File: config.mk
export PLATFORM = sky130hd
export DESIGN_NAME = mem_write_seq
export DESIGN_NICKNAME = d
export VERILOG_FILES = /design/src/rtl/mem_write_seq.sv
export SDC_FILE = /design/constraint.sdc
export NUM_CORES = 1
export LEC_CHECK = 0
export BUFFER_PORTS_ARGS = -buffer_cell sky130_fd_sc_hd__buf_2
export CAP_MARGIN = 20
export CORE_ASPECT_RATIO = 0.7
export CORE_MARGIN = 2
export CORE_UTILIZATION = 50
export CTS_CLUSTER_DIAMETER = 40
export CTS_CLUSTER_SIZE = 24
export DETAILED_ROUTE_END_ITERATION = 7
export PLACE_DENSITY = 0.78
export SYNTH_ARGS = -nofsm -noshare
export SYNTH_HDL_FRONTEND = slang
export SYNTH_SLANG_ARGS = --single-unit
File: constraint.sdc
create_clock -name clk -period 2 [get_ports clk]
set_input_delay 0.2 -clock clk [delete_from_list [all_inputs] [get_ports clk]]
set_output_delay 0.2 -clock clk [all_outputs]
set_load 0.1 [all_outputs]
File: src/rtl/mem_write_seq.sv
// mem_write_seq: sequential memory writer.
//   Takes data words over a valid/ready handshake and writes them to
//   consecutive addresses 0..DEPTH-1 of a single-port, synchronous-write
//   memory. busy/done let the read side begin its sweep after a fill.
//
// Ports:
//   clk       - clock, rising edge
//   rst       - asynchronous active-high reset
//   start     - one-cycle pulse, begins a fill at address 0 (IDLE/DONE only)
//   abort     - abandons a fill in progress (LOAD only), returns to IDLE
//   in_valid  - in_data valid this cycle
//   in_data   - word to write
//   in_ready  - block accepts a word this cycle (high in LOAD)
//   mem_addr  - registered memory write address
//   mem_din   - registered memory write data
//   mem_we    - registered write enable, one cycle per accepted word
//   busy      - high in LOAD
//   done      - high in DONE, until the next start or reset
//   count     - words accepted in the current or last fill
//
// The last word's mem_we pulse lands in the first DONE cycle, so the memory
// holds the complete fill one edge after done rises.
module mem_write_seq #(
  parameter int ADDR_W = 8,
  parameter int DATA_W = 16,
  parameter int DEPTH  = 256
) (
  input  logic              clk,
  input  logic              rst,
  input  logic              start,
  input  logic              abort,
  input  logic              in_valid,
  input  logic [DATA_W-1:0] in_data,
  output logic              in_ready,
  output logic [ADDR_W-1:0] mem_addr,
  output logic [DATA_W-1:0] mem_din,
  output logic              mem_we,
  output logic              busy,
  output logic              done,
  output logic [ADDR_W:0]   count
);

  typedef enum logic [1:0] {
    ST_IDLE = 2'd0,
    ST_LOAD = 2'd1,
    ST_DONE = 2'd2
  } state_t;

  localparam logic [ADDR_W-1:0] LAST_PTR = ADDR_W'(DEPTH - 1);

  state_t              state_q;
  logic [ADDR_W-1:0]   wr_ptr_q;
  logic [ADDR_W:0]     count_q;
  logic [ADDR_W-1:0]   mem_addr_q;
  logic [DATA_W-1:0]   mem_din_q;
  logic                mem_we_q;

  // FSM, write pointer, word counter and the registered memory port.
  // mem_we defaults low each edge so it only pulses on accepting edges;
  // address and data hold between writes.
  always_ff @(posedge clk or posedge rst) begin
    if (rst) begin
      state_q    <= ST_IDLE;
      wr_ptr_q   <= '0;
      count_q    <= '0;
      mem_addr_q <= '0;
      mem_din_q  <= '0;
      mem_we_q   <= 1'b0;
    end else begin
      mem_we_q <= 1'b0;
      case (state_q)
        ST_IDLE, ST_DONE: begin
          // start wins over a simultaneous abort here; abort alone is a no-op
          if (start) begin
            state_q  <= ST_LOAD;
            wr_ptr_q <= '0;
            count_q  <= '0;
          end else begin
            state_q <= state_q;
          end
        end
        ST_LOAD: begin
          // abort outranks an accept on the same edge; that word is dropped
          if (abort) begin
            state_q <= ST_IDLE;
          end else if (in_valid) begin
            mem_addr_q <= wr_ptr_q;
            mem_din_q  <= in_data;
            mem_we_q   <= 1'b1;
            count_q    <= count_q + (ADDR_W + 1)'(1);
            if (wr_ptr_q == LAST_PTR) begin
              state_q <= ST_DONE;
            end else begin
              wr_ptr_q <= wr_ptr_q + ADDR_W'(1);
            end
          end else begin
            state_q <= ST_LOAD;
          end
        end
        default: begin
          state_q <= ST_IDLE;
        end
      endcase
    end
  end

  // Handshake and status flags decode the state register only.
  assign in_ready = (state_q == ST_LOAD);
  assign busy     = (state_q == ST_LOAD);
  assign done     = (state_q == ST_DONE);

  assign mem_addr = mem_addr_q;
  assign mem_din  = mem_din_q;
  assign mem_we   = mem_we_q;
  assign count    = count_q;

endmodule

Word level (Yosys, flattened, before mapping) --
Cells that the tools add are included.
Storage, ports and cells: register bits after elaboration 44, input bits 21, logic and storage cells 41, output and inout bits 37
Cells by class: bitwise gates (word level) 1, muxes and demuxes 17, $add $sub $neg 2, equality and inequality tests 8, reduce and logical (&&, ||, !) cells 7
Operators by type and width (count):
- 2-to-1 mux 8 bit | 4
- 2-to-1 mux 9 bit | 3
- one-hot mux 9 bit (2 select lines) | 1
- one-hot mux 8 bit (2 select lines) | 1
- adder 9 x 1 -> 9 bit (second input constant) | 1
- adder 8 x 1 -> 8 bit (second input constant) | 1
- == test 8 bit (second input constant) | 1
- 2-to-1 mux 2 bit | 4
- inequality test 2 bit (second input constant) | 4
- AND reduction 5 bit | 1
- inequality test 4 x 3 -> 1 bit (second input constant) | 1
- one-hot mux 2 bit (2 select lines) | 1
- AND reduction 4 bit | 1
- 2-to-1 mux 1 bit | 3
- AND reduction 3 bit | 1
- == test 2 x 1 -> 1 bit (second input constant) | 1
- == test 2 bit (second input constant) | 1
- zero test 2 bit | 1
- AND reduction 2 bit | 1
- nonzero test 2 bit | 1
- OR reduction 2 bit | 1
- NOT 1 bit | 1

Depth between registers and ports, before layout --
Gate-level depths: netlist of run 1.
word-level depth 5, depth in mapped cells 7, depth with buffers taken out 6

Worst setup path after synthesis of run 1 --
Ideal clock, no wire load.
path type register to register, start register count_q[0], in the netlist count[0], end register count_q[8], in the netlist count[8], data arrival time 1722 ps, clock period less this slack 1883 ps, cell stages (with the launch flop) 5, path slack 117 ps, required time 1838 ps, buffers on the path 0, cells stage by stage dfrtp_1 > ha_1 > nand3_1 > o211ai_1 > o31ai_1
Between the ends: cells in the longest elaborated chain, start to end 4
RTL lines:
- start, declared | RTL line 53 | logic [ADDR_W:0] count_q;
- start signal, assigned | RTL line 90 | count_q <= count_q + (ADDR_W + 1)'(1);
- adder 9 x 1 -> 9 bit | RTL line 90
- 2-to-1 mux 9 bit | RTL line 86 | end else if (in_valid) begin
- 2-to-1 mux 9 bit | RTL line 84 | if (abort) begin
- one-hot mux 9 bit (2 select lines) | RTL line 71 | case (state_q)
No other way between the ends. The select of a mux whose other input is x is not followed. A chain may end at the register's enable or synchronous reset.

Worst setup path in the final report of run 1 --
start register state_q[1], end register wr_ptr_q[5]
Between the ends: cells in the longest elaborated chain, start to end 4
RTL lines:
- start, declared | RTL line 51 | state_t state_q;
- start signal, assigned | RTL line 79 | state_q <= state_q;
- == test 2 bit or zero test 2 bit (tied branches) | RTL line 71
- OR reduction 2 bit | RTL line 71
- inequality test 2 bit (no line) or nonzero test 2 bit (tied branches)
- AND reduction 5 bit (no line)
- end signal, assigned | RTL line 94 | wr_ptr_q <= wr_ptr_q + ADDR_W'(1);
- end, declared | RTL line 52 | logic [ADDR_W-1:0] wr_ptr_q;
Several ways; a longest one is shown, not always the timed one.

==> impl_metrics.env, run 1 <==
export IMPL_die_h_um=55.8
export IMPL_min_path_cells=3
export IMPL_crit_path_start="state_q[1]"
export IMPL_syn_to_final_growth_pct=23.3
export IMPL_cts_made_buffers=5
export IMPL_relSlewSlack=0.670
export IMPL_drt_total_wl_mm=4.04
export IMPL_yosysTopAreaCell="dfrtp_1"
export IMPL_min_from="in_data[15]"
export IMPL_p_per_area_nw_per_um2=1270
export IMPL_clkLatencyLatePin_ns=0.29
export IMPL_syn_area_per_cell_um2=9.48
export IMPL_grt_max_degree=26
export IMPL_fin_area_um2=2360
export IMPL_fin_crit_sh=0.914
export IMPL_vias=1557
export IMPL_grt_pass1_vias=1390
export IMPL_multiInputGateArea_um2=742
export IMPL_viasPerCell=4.97
export IMPL_worstReg2RegStart="state_q[1]"
export IMPL_h_tree_depth=2
export IMPL_start_util=0.532
export IMPL_arrival_ns=2.05
export IMPL_reg2reg_depth=6
export IMPL_synth_nets=225
export IMPL_mostFrequentLayoutCell="nand2_1"
export IMPL_yosys_warnings=0
export IMPL_grt_pass1_wl_mm=6.69
export IMPL_first_iter_violations=61
export IMPL_clock_skew_ns=0.00654
export IMPL_cts_buffer_depth=2
export IMPL_netlist_area_um2=1920
export IMPL_pre_cts_slack_ns=0.185
export IMPL_rows=18
export IMPL_setup_slack_ns=0.173
export IMPL_cts_sinks=44
export IMPL_ys_types=33
export IMPL_ant_nets=0
export IMPL_path_class="reg -> reg"
export IMPL_irDropWorstVdd_uv=876
export IMPL_antenna_found_initial=0
export IMPL_grt_ovfl_total=0
export IMPL_worstPathBufferInverterCount=1
export IMPL_clock_tree_root_cell="clkbuf_8"
export IMPL_crit_fanout=13
export IMPL_post_drt_wl_per_cell_um=12.9
export IMPL_end_kind="flop"
export IMPL_n_antenna_cell=0
export IMPL_ios=58
export IMPL_hold_viol=0
export IMPL_yosysSeqAreaShare=0.575
export IMPL_ys_ff_latch=44
export IMPL_cp_depth=6
export IMPL_dieArea_um2=4350
export IMPL_cp_required_ns=2.22
export IMPL_drv_slew=0
export IMPL_chipWidth_um=78.0
export IMPL_place_congestion=0.848
export IMPL_p_total_mw=3.00
export IMPL_cp_slowest_cell="or3_4"
export IMPL_worst_slew_pin_slew_ns=0.499
export IMPL_rsz0062_at_grt="no"
export IMPL_startpoint_type="flop"
export IMPL_grt_use_total=0.196
export IMPL_fillers=314
export IMPL_cts_resized=0
export IMPL_layout_common_cells="80 x nand2_1, 57 x buf_2, 44 x dfrtp_1, 11 x nand3_1"
export IMPL_dpl_instance_area_um2=2260
export IMPL_cp_top_family="simple AND/OR/NAND/NOR gates"
export IMPL_status="finished, final reports clean"
export IMPL_drt_pass1_iterations=4
export IMPL_synthCells=202
export IMPL_core_area_um2=3600
export IMPL_period_needed_ns=1.83
export IMPL_register_area_um2=1100
export IMPL_clk_pin_slew_ns=0.08
export IMPL_drcViolationCount=0
export IMPL_final_nets=285
export IMPL_drv_cap=0
export IMPL_cts_tree="built"
export IMPL_final_setup_viol_count=0
export IMPL_power_leakage_nw=1.31
export IMPL_synthDominantCellAreaShare=0.575
export IMPL_setup_tns_ns=0
export IMPL_cpPeakStageDelay_ns=0.43
export IMPL_min_path_type="in -> reg"
export IMPL_crit_chain="nand2b_1 > or3_4 > clkinv_4 > o211ai_4 > or3_1 > a21oi_1"
export IMPL_fmax_mhz=547
export IMPL_hold_slack_ns=0.0941
export IMPL_port_buffers=57
export IMPL_yosys_top_cells_area="dfrtp_1 57%, nand2_1 16%, nand3_1 2.9%, xor2_1 2.3%, o211ai_1 2.0%"
export IMPL_dp_hpwl_mm=2.88
export IMPL_drive_gt1_frac=0.278
[worst reg2reg max path, cell delays in order, from the launching register on]
cell,delay [ns]
dfrtp_1,0.39
nand2b_1,0.19
or3_4,0.43
clkinv_4,0.14
o211ai_4,0.11
or3_1,0.36
a21oi_1,0.14
[routing by layer]
layer	global-route usage	vias up	routed length, um
met1	0.303	717	2100
met3	0.0584	5	264
met2	0.267	52	1640
met4	0.0526	0	35
met5	0	-	0
li1	-	783	-
[what timing repair did]
action                                 in CTS  in global routing
setup endpoints to repair                   0                  0
setup buffers                               0                  0
endpoints found under the hold margin      19                  0
hold buffers                                1                  0
[cell type report]
| type | instances | area share |
|---|---|---|
| clock buffers | 8 | 0.0382 |
| inverters | 4 | 0.00848 |
| multi-input cells | 144 | 0.314 |
| flip-flops and latches | 44 | 0.466 |
| well taps | 50 | 0.0265 |
| repair buffers | 63 | 0.146 |
[report_power, final]
| group | internal [mW] | total (mW) | switching (mW) | leakage, nW |
|---|---|---|---|---|
| combinational | 0.182 | 1.30 | 1.12 | 0.678 |
| clock | 0.282 | 0.564 | 0.282 | 0.0455 |
| sequential | 1.03 | 1.14 | 0.109 | 0.582 |
| total | 1.49 | 3.00 | 1.51 | 1.31 |
[final timing paths]
path                            slack, ns     endpoint
worst min-delay path                 0.09  mem_din[15]
worst min register to register       0.47  mem_addr[1]
worst max register to register       0.17  wr_ptr_q[5]
max in group asynchronous            1.04   mem_din[1]
worst max-delay path                 0.17  wr_ptr_q[5]
min in group asynchronous            0.48  mem_din[12]
[flip-flops by register name (all words and copies together), names as in the netlist]
| signal | count |
|---|---|
| mem_we | 1 |
| wr_ptr_q | 8 |
| mem_din | 16 |
| state_q | 2 |
| count | 9 |
| mem_addr | 8 |
[kinds of logic (layout without fill, tap and decap cells)]
| kind of cell | Yosys count | after routing | share of synthesized area |
|---|---|---|---|
| muxes | 1 | 1 | 0.00523 |
| adders and majority gates | 2 | 2 | 0.0131 |
| AOI/OAI and AO/OA | 21 | 21 | 0.0797 |
| DFF | 44 | 44 | 0.575 |
| xor gates and xnor gates | 5 | 5 | 0.0229 |
| and+or+nand+nor | 115 | 115 | 0.266 |
| buffers and inverters | 14 | 75 | 0.0379 |
[through the flow]
step           instances  utilization
6_report             313        0.655
5_1_grt              313        0.655
4_1_cts              313        0.655
3_5_place_dp         304        0.627
3_3_place_gp         304        0.627
2_1_floorplan        202            -
[cell usage after synthesis]
cell / number
nand2_1: 80
dfrtp_1: 44
nand3_1: 11
nor2_1: 6
o211ai_1: 5
o31ai_1: 5
xor2_1: 5
clkbuf_1: 4
nand4_1: 4
o21ai_0: 4
a21oi_1: 3
buf_2: 3
inv_1: 3
ha_1: 2
nand2b_1: 2
nor3_1: 2
or3_1: 2
or4_1: 2
and2b_1: 1
and3_1: 1
and4_1: 1
buf_1: 1
buf_4: 1
buf_6: 1
clkinv_4: 1
mux2i_1: 1
nand3_4: 1
nor2b_1: 1
o211ai_4: 1
o21a_1: 1
o21ai_1: 1
o22a_1: 1
or3_4: 1
No activity file was read; power rests on OpenSTA's default activity.
==> inputs of run 2 (changes only) <==
--- a/config.mk
+++ b/config.mk
@@ -13,6 +13,7 @@
 export CTS_CLUSTER_DIAMETER = 40
 export CTS_CLUSTER_SIZE = 24
 export DETAILED_ROUTE_END_ITERATION = 7
+export GPL_TIMING_DRIVEN = 0
 export PLACE_DENSITY = 0.78
 export SYNTH_ARGS = -nofsm -noshare
 export SYNTH_HDL_FRONTEND = slang
==> impl_metrics.env, run 2 (synthesis results as in run 1) <==
export IMPL_status="finished, final reports clean"
export IMPL_path_class="reg -> reg"
export IMPL_drt_pass1_iterations=4
export IMPL_crit_fanout=10
export IMPL_place_congestion=0.799
export IMPL_antenna_found_initial=0
export IMPL_ant_nets=0
export IMPL_period_needed_ns=1.85
export IMPL_min_path_type="in -> async"
export IMPL_syn_to_final_growth_pct=21.8
export IMPL_mostFrequentLayoutCell="nand2_1"
export IMPL_viasPerCell=5.11
export IMPL_irDropWorstVdd_uv=907
export IMPL_end_kind="flop"
export IMPL_dp_hpwl_mm=2.88
export IMPL_drt_total_wl_mm=3.99
export IMPL_largest_reg_flops=16
export IMPL_rsz0062_at_grt="no"
export IMPL_die_h_um=55.8
export IMPL_p_total_mw=2.93
export IMPL_worstReg2RegStart="state_q[1]"
export IMPL_setup_tns_ns=0
export IMPL_hold_buffers=0
export IMPL_worstPathBufferInverterCount=2
export IMPL_grt_pass1_vias=1532
export IMPL_drv_slew=0
export IMPL_hold_viol=0
export IMPL_cts_resized=0
export IMPL_grt_ovfl_total=0
export IMPL_core_area_um2=3600
export IMPL_crit_path_start="state_q[1]"
export IMPL_clkLatencyLatePin_ns=0.29
export IMPL_post_drt_wl_per_cell_um=12.7
export IMPL_cts_buffer_depth=2
export IMPL_dieArea_um2=4350
export IMPL_ios=58
export IMPL_hold_slack_ns=0.0855
export IMPL_cts_sinks=44
export IMPL_grt_max_degree=45
export IMPL_cp_required_ns=2.17
export IMPL_cpPeakStageDelay_ns=0.39
export IMPL_grt_pass1_wl_mm=6.96
export IMPL_drive_gt1_frac=0.273
export IMPL_p_per_area_nw_per_um2=1250
export IMPL_final_core_util=0.647
export IMPL_worst_slew_pin_slew_ns=0.870
export IMPL_cts_setup_buffers=0
export IMPL_layout_common_cells="80 x nand2_1, 60 x buf_2, 44 x dfrtp_1, 11 x nand3_1, 6 x nor2_1"
export IMPL_clk_pin_slew_ns=0.07
export IMPL_port_buffers=57
export IMPL_final_setup_viol_count=0
export IMPL_clock_tree_root_cell="clkbuf_8"
export IMPL_drcViolationCount=0
export IMPL_arrival_ns=2.02
export IMPL_power_leakage_nw=1.29
export IMPL_first_iter_violations=81
export IMPL_cp_top_family="simple AND/OR/NAND/NOR gates"
export IMPL_fmax_mhz=540
export IMPL_startpoint_type="flop"
export IMPL_relSlewSlack=0.419
export IMPL_h_tree_depth=2
export IMPL_n_antenna_cell=0
export IMPL_crit_chain="nand2b_1 > or3_4 > clkinv_4 > buf_2 > nand3_1 > o211ai_1 > o31ai_1"
export IMPL_drv_cap=0
export IMPL_grt_use_total=0.201
export IMPL_cp_slowest_cell="dfrtp_1"
export IMPL_vias=1603
export IMPL_cts_made_buffers=5
export IMPL_cts_tree="built"
export IMPL_chipWidth_um=78.0
export IMPL_rows=18
export IMPL_start_util=0.532
export IMPL_final_nets=289
export IMPL_fin_crit_sh=0.927
export IMPL_clock_skew_ns=0.00463
==> run 2: worst paths after layout <==
kind                               end  depth (start not counted)  slack, ns
max                           count[8]                          7       0.15
min in group clk           mem_din[13]                          3       0.09
min                        mem_din[12]                          2       0.09
max reg2reg                   count[8]                          7       0.15
max in group asynchronous   mem_din[2]                          2       1.37
min reg2reg                 mem_din[1]                          2       0.48
==> run 2: final cells by class <==
type	count	area [um^2]
Multi-Input combinational cell	144	742
Inverter	4	20.0
Clock buffer	5	68.8
Timing Repair Buffer	57	285
Tap cell	50	62.6
Sequential cell	44	1100
Fill cell	328	1270
Buffer	10	52.6
==> run 2: report_power, final <==
group	internal, mW	switching, mW	total [mW]
Clock	0.225	0.260	0.485
Combinational	0.182	1.14	1.32
Sequential	1.03	0.0930	1.12
==> run 2: per-layer routing <==
metal,vias up,GRT usage,part of all wire
li1,799,-,-
met1,753,0.298,0.50
met2,46,0.286,0.42
met3,5,0.0649,0.067
met4,0,0.0501,0.0075
met5,-,0,0
==> run 2: through the flow <==
step	area, um^2	std cells	setup slack (ns)
2_1_floorplan	1920	202	0.117
3_3_place_gp	2260	309	0.208
3_5_place_dp	2260	309	0.164
4_1_cts	2330	314	0.149
5_1_grt	2330	314	0.0282
6_report	2330	314	0.147
==> inputs of run 3 (changes only) <==
--- a/config.mk
+++ b/config.mk
@@ -5,11 +5,12 @@
 export SDC_FILE = /design/constraint.sdc
 export NUM_CORES = 1
 export LEC_CHECK = 0
+export ABC_AREA = 1
 export BUFFER_PORTS_ARGS = -buffer_cell sky130_fd_sc_hd__buf_2
 export CAP_MARGIN = 20
 export CORE_ASPECT_RATIO = 0.7
 export CORE_MARGIN = 2
-export CORE_UTILIZATION = 50
+export CORE_UTILIZATION = 51
 export CTS_CLUSTER_DIAMETER = 40
 export CTS_CLUSTER_SIZE = 24
 export DETAILED_ROUTE_END_ITERATION = 7
==> impl_metrics.env, run 3 <==
export IMPL_drt_total_wl_mm=4.23
export IMPL_min_from="in_data[1]"
export IMPL_cp_depth=5
export IMPL_chipWidth_um=80.4
export IMPL_min_path_type="in -> reg"
export IMPL_rsz0062_at_grt="no"
export IMPL_worstReg2RegStart="wr_ptr_q[0]"
export IMPL_final_core_util=0.661
export IMPL_grt_use_total=0.212
export IMPL_reg2reg_depth=8
export IMPL_grt_max_degree=44
export IMPL_grt_pass1_wl_mm=7.53
export IMPL_clkLatencyLatePin_ns=0.30
export IMPL_arrival_ns=1.68
export IMPL_synth_nets=280
export IMPL_syn_area_per_cell_um2=8.12
export IMPL_largest_reg_flops=16
export IMPL_h_tree_depth=2
export IMPL_hold_slack_ns=0.0888
export IMPL_period_needed_ns=1.88
export IMPL_irDropWorstVdd_uv=854
export IMPL_ant_nets=0
export IMPL_drv_cap=0
export IMPL_clock_tree_root_cell="clkbuf_8"
export IMPL_drive_gt1_frac=0.265
export IMPL_ys_ff_latch=44
export IMPL_netlist_area_um2=2090
export IMPL_dp_hpwl_mm=3.14
export IMPL_yosys_top_cells_area="dfrtp_1 53%, nand2_1 19%, inv_1 4.5%, o21ai_0 4.1%, nand3_1 3.8%"
export IMPL_crit_fanout=11
export IMPL_fin_crit_sh=0.941
export IMPL_cts_tree="built"
export IMPL_fmax_mhz=531
export IMPL_relSlewSlack=0.676
export IMPL_power_leakage_nw=1.42
export IMPL_cts_sinks=44
export IMPL_path_class="reg -> out"
export IMPL_ios=58
export IMPL_cts_made_buffers=5
export IMPL_syn_to_final_growth_pct=24.3
export IMPL_layout_common_cells="103 x nand2_1, 58 x buf_2, 44 x dfrtp_1, 24 x inv_1, 17 x o21ai_0"
export IMPL_grt_pass1_vias=1747
export IMPL_synth_flop_cell="dfrtp_1"
export IMPL_final_setup_viol_count=0
export IMPL_synthDominantCellAreaShare=0.528
export IMPL_cpPeakStageDelay_ns=0.45
export IMPL_synth_most_common_cell="nand2_1"
export IMPL_status="finished, final reports clean"
export IMPL_yosysTopAreaCell="dfrtp_1"
export IMPL_n_antenna_cell=0
export IMPL_port_buffers=57
export IMPL_first_iter_violations=107
export IMPL_rr_endpoint="wr_ptr_q[7]"
export IMPL_synth_edf_count=0
export IMPL_drcViolationCount=0
export IMPL_core_area_um2=3920
export IMPL_cp_top_family="buffers and inverters"
export IMPL_cp_required_ns=1.80
export IMPL_setup_tns_ns=0
export IMPL_grt_ovfl_total=0
export IMPL_synth_commonest_cells="103 x nand2_1, 44 x dfrtp_1, 25 x inv_1"
export IMPL_viasPerCell=4.85
export IMPL_rows=19
export IMPL_crit_top_cell="buf_4"
export IMPL_hold_path_end="mem_din[1]"
export IMPL_clock_skew_ns=0.00499
export IMPL_p_per_area_nw_per_um2=1270
export IMPL_hold_viol=0
export IMPL_crit_chain="inv_2 > nor2_8 > buf_2 > buf_4 > buf_4"
export IMPL_worst_slew_pin_slew_ns=0.490
export IMPL_end_kind="primary output"
export IMPL_post_drt_wl_per_cell_um=11.2
export IMPL_antenna_found_initial=0
export IMPL_drv_slew=0
export IMPL_vias=1823
export IMPL_drt_pass1_iterations=4
export IMPL_dieArea_um2=4630
export IMPL_synthCells=257
export IMPL_place_congestion=0.774
export IMPL_min_path_cells=3
export IMPL_die_h_um=57.5
export IMPL_startpoint_type="flop"
export IMPL_yosysSeqAreaShare=0.528
export IMPL_ys_types=25
export IMPL_r2r_slack_ns=0.60
export IMPL_start_util=0.532
export IMPL_cts_buffer_depth=2
export IMPL_mostFrequentLayoutCell="nand2_1"
export IMPL_clk_pin_slew_ns=0.08
export IMPL_worstPathBufferInverterCount=4
export IMPL_async_flop_share=1.00
export IMPL_yosys_warnings=0
export IMPL_final_nets=346
export IMPL_cp_slowest_cell="dfrtp_1"
[run 3: cell types whose count changed after synthesis, moves of 3 or more]
cell / previous run / this run
buf_4: 1 / 4
clkbuf_1: 4 / 1
inv_1: 3 / 25
nand2_1: 80 / 103
nand2_2: 0 / 3
nand3_1: 11 / 16
nor2_1: 6 / 16
o211ai_1: 5 / 0
o21ai_0: 4 / 17
o21ai_2: 0 / 3
o31ai_1: 5 / 0
xor2_1: 5 / 1
[run 3: worst max path at each step]
stage                          start           to  slack [ns]
after floorplan           state_q[1]         done        0.04
after CTS                 state_q[0]         busy        0.04
after global placement           rst  mem_addr[7]        0.19
after global routing      state_q[0]     in_ready        0.02
final                     state_q[0]     in_ready        0.12
after detailed placement  state_q[0]     in_ready        0.30
[run 3: timing repair]
item / in CTS / in global routing
endpoints found under the hold margin: 44 / 0
endpoints found under the setup margin: 1 / 1
gates resized for setup: 1 / 1
pin swaps: 0 / 0
buffers inserted: 0 / 0
hold buffers: 1 / 0
[run 3: per-stage QoR]
step | cells | power (mW) | setup slack, ns | area [um^2]
2_1_floorplan | 257 | 2.36 | 0.0401 | 2090
3_3_place_gp | 366 | 2.59 | 0.192 | 2440
3_5_place_dp | 367 | 2.61 | 0.301 | 2460
4_1_cts | 376 | 3.32 | 0.0444 | 2590
5_1_grt | 376 | 3.45 | 0.0174 | 2590
6_report | 376 | 3.30 | 0.118 | 2590
[run 3: per-layer routing]
layer / share of wire / up-vias / track usage / routed length (um)
met3: 0.056 / 6 / 0.0459 / 235
met4: 0.012 / 0 / 0.0678 / 51
met2: 0.43 / 47 / 0.325 / 1830
li1: - / 942 / - / -
met1: 0.50 / 828 / 0.305 / 2110
met5: 0 / - / 0 / 0
[run 3: power by group]
| group | leakage (nW) | internal [mW] | switching (mW) |
|---|---|---|---|
| registers | 0.583 | 1.03 | 0.0938 |
| clock network | 0.0614 | 0.408 | 0.304 |
| logic | 0.776 | 0.221 | 1.24 |
| total | 1.42 | 1.66 | 1.64 |
[run 3: cell families (layout without fill, tap and decap cells)]
kind of cell,after synthesis,in the layout,synth area share
adders and majority gates,2,2,0.0120
AOI/OAI and AO/OA,25,25,0.0684
xor gates and xnor gates,1,1,0.00420
and+or+nand+nor,150,150,0.312
buffers and inverters,35,102,0.0756
DFF,44,44,0.528
[run 3: final cells by class]
| cell class | count | area, um^2 |
|---|---|---|
| timing repair buffer | 59 | 320 |
| clock inverter | 2 | 38.8 |
| fill | 329 | 1330 |
| buffer | 9 | 60.1 |
| tap | 52 | 65.1 |
| multi-input combinational | 178 | 827 |
| clock buffer | 6 | 82.6 |
| sequential | 44 | 1100 |
| inverter | 26 | 97.6 |
[run 3: worst reg2reg max path: stages, from the launching register on]
cell     delay, ns
dfrtp_1       0.40
ha_1          0.20
nand2_2       0.09
nor2_4        0.18
nand3_2       0.11
nand2_2       0.10
buf_6         0.14
nand2_1       0.05
o21ai_1       0.07
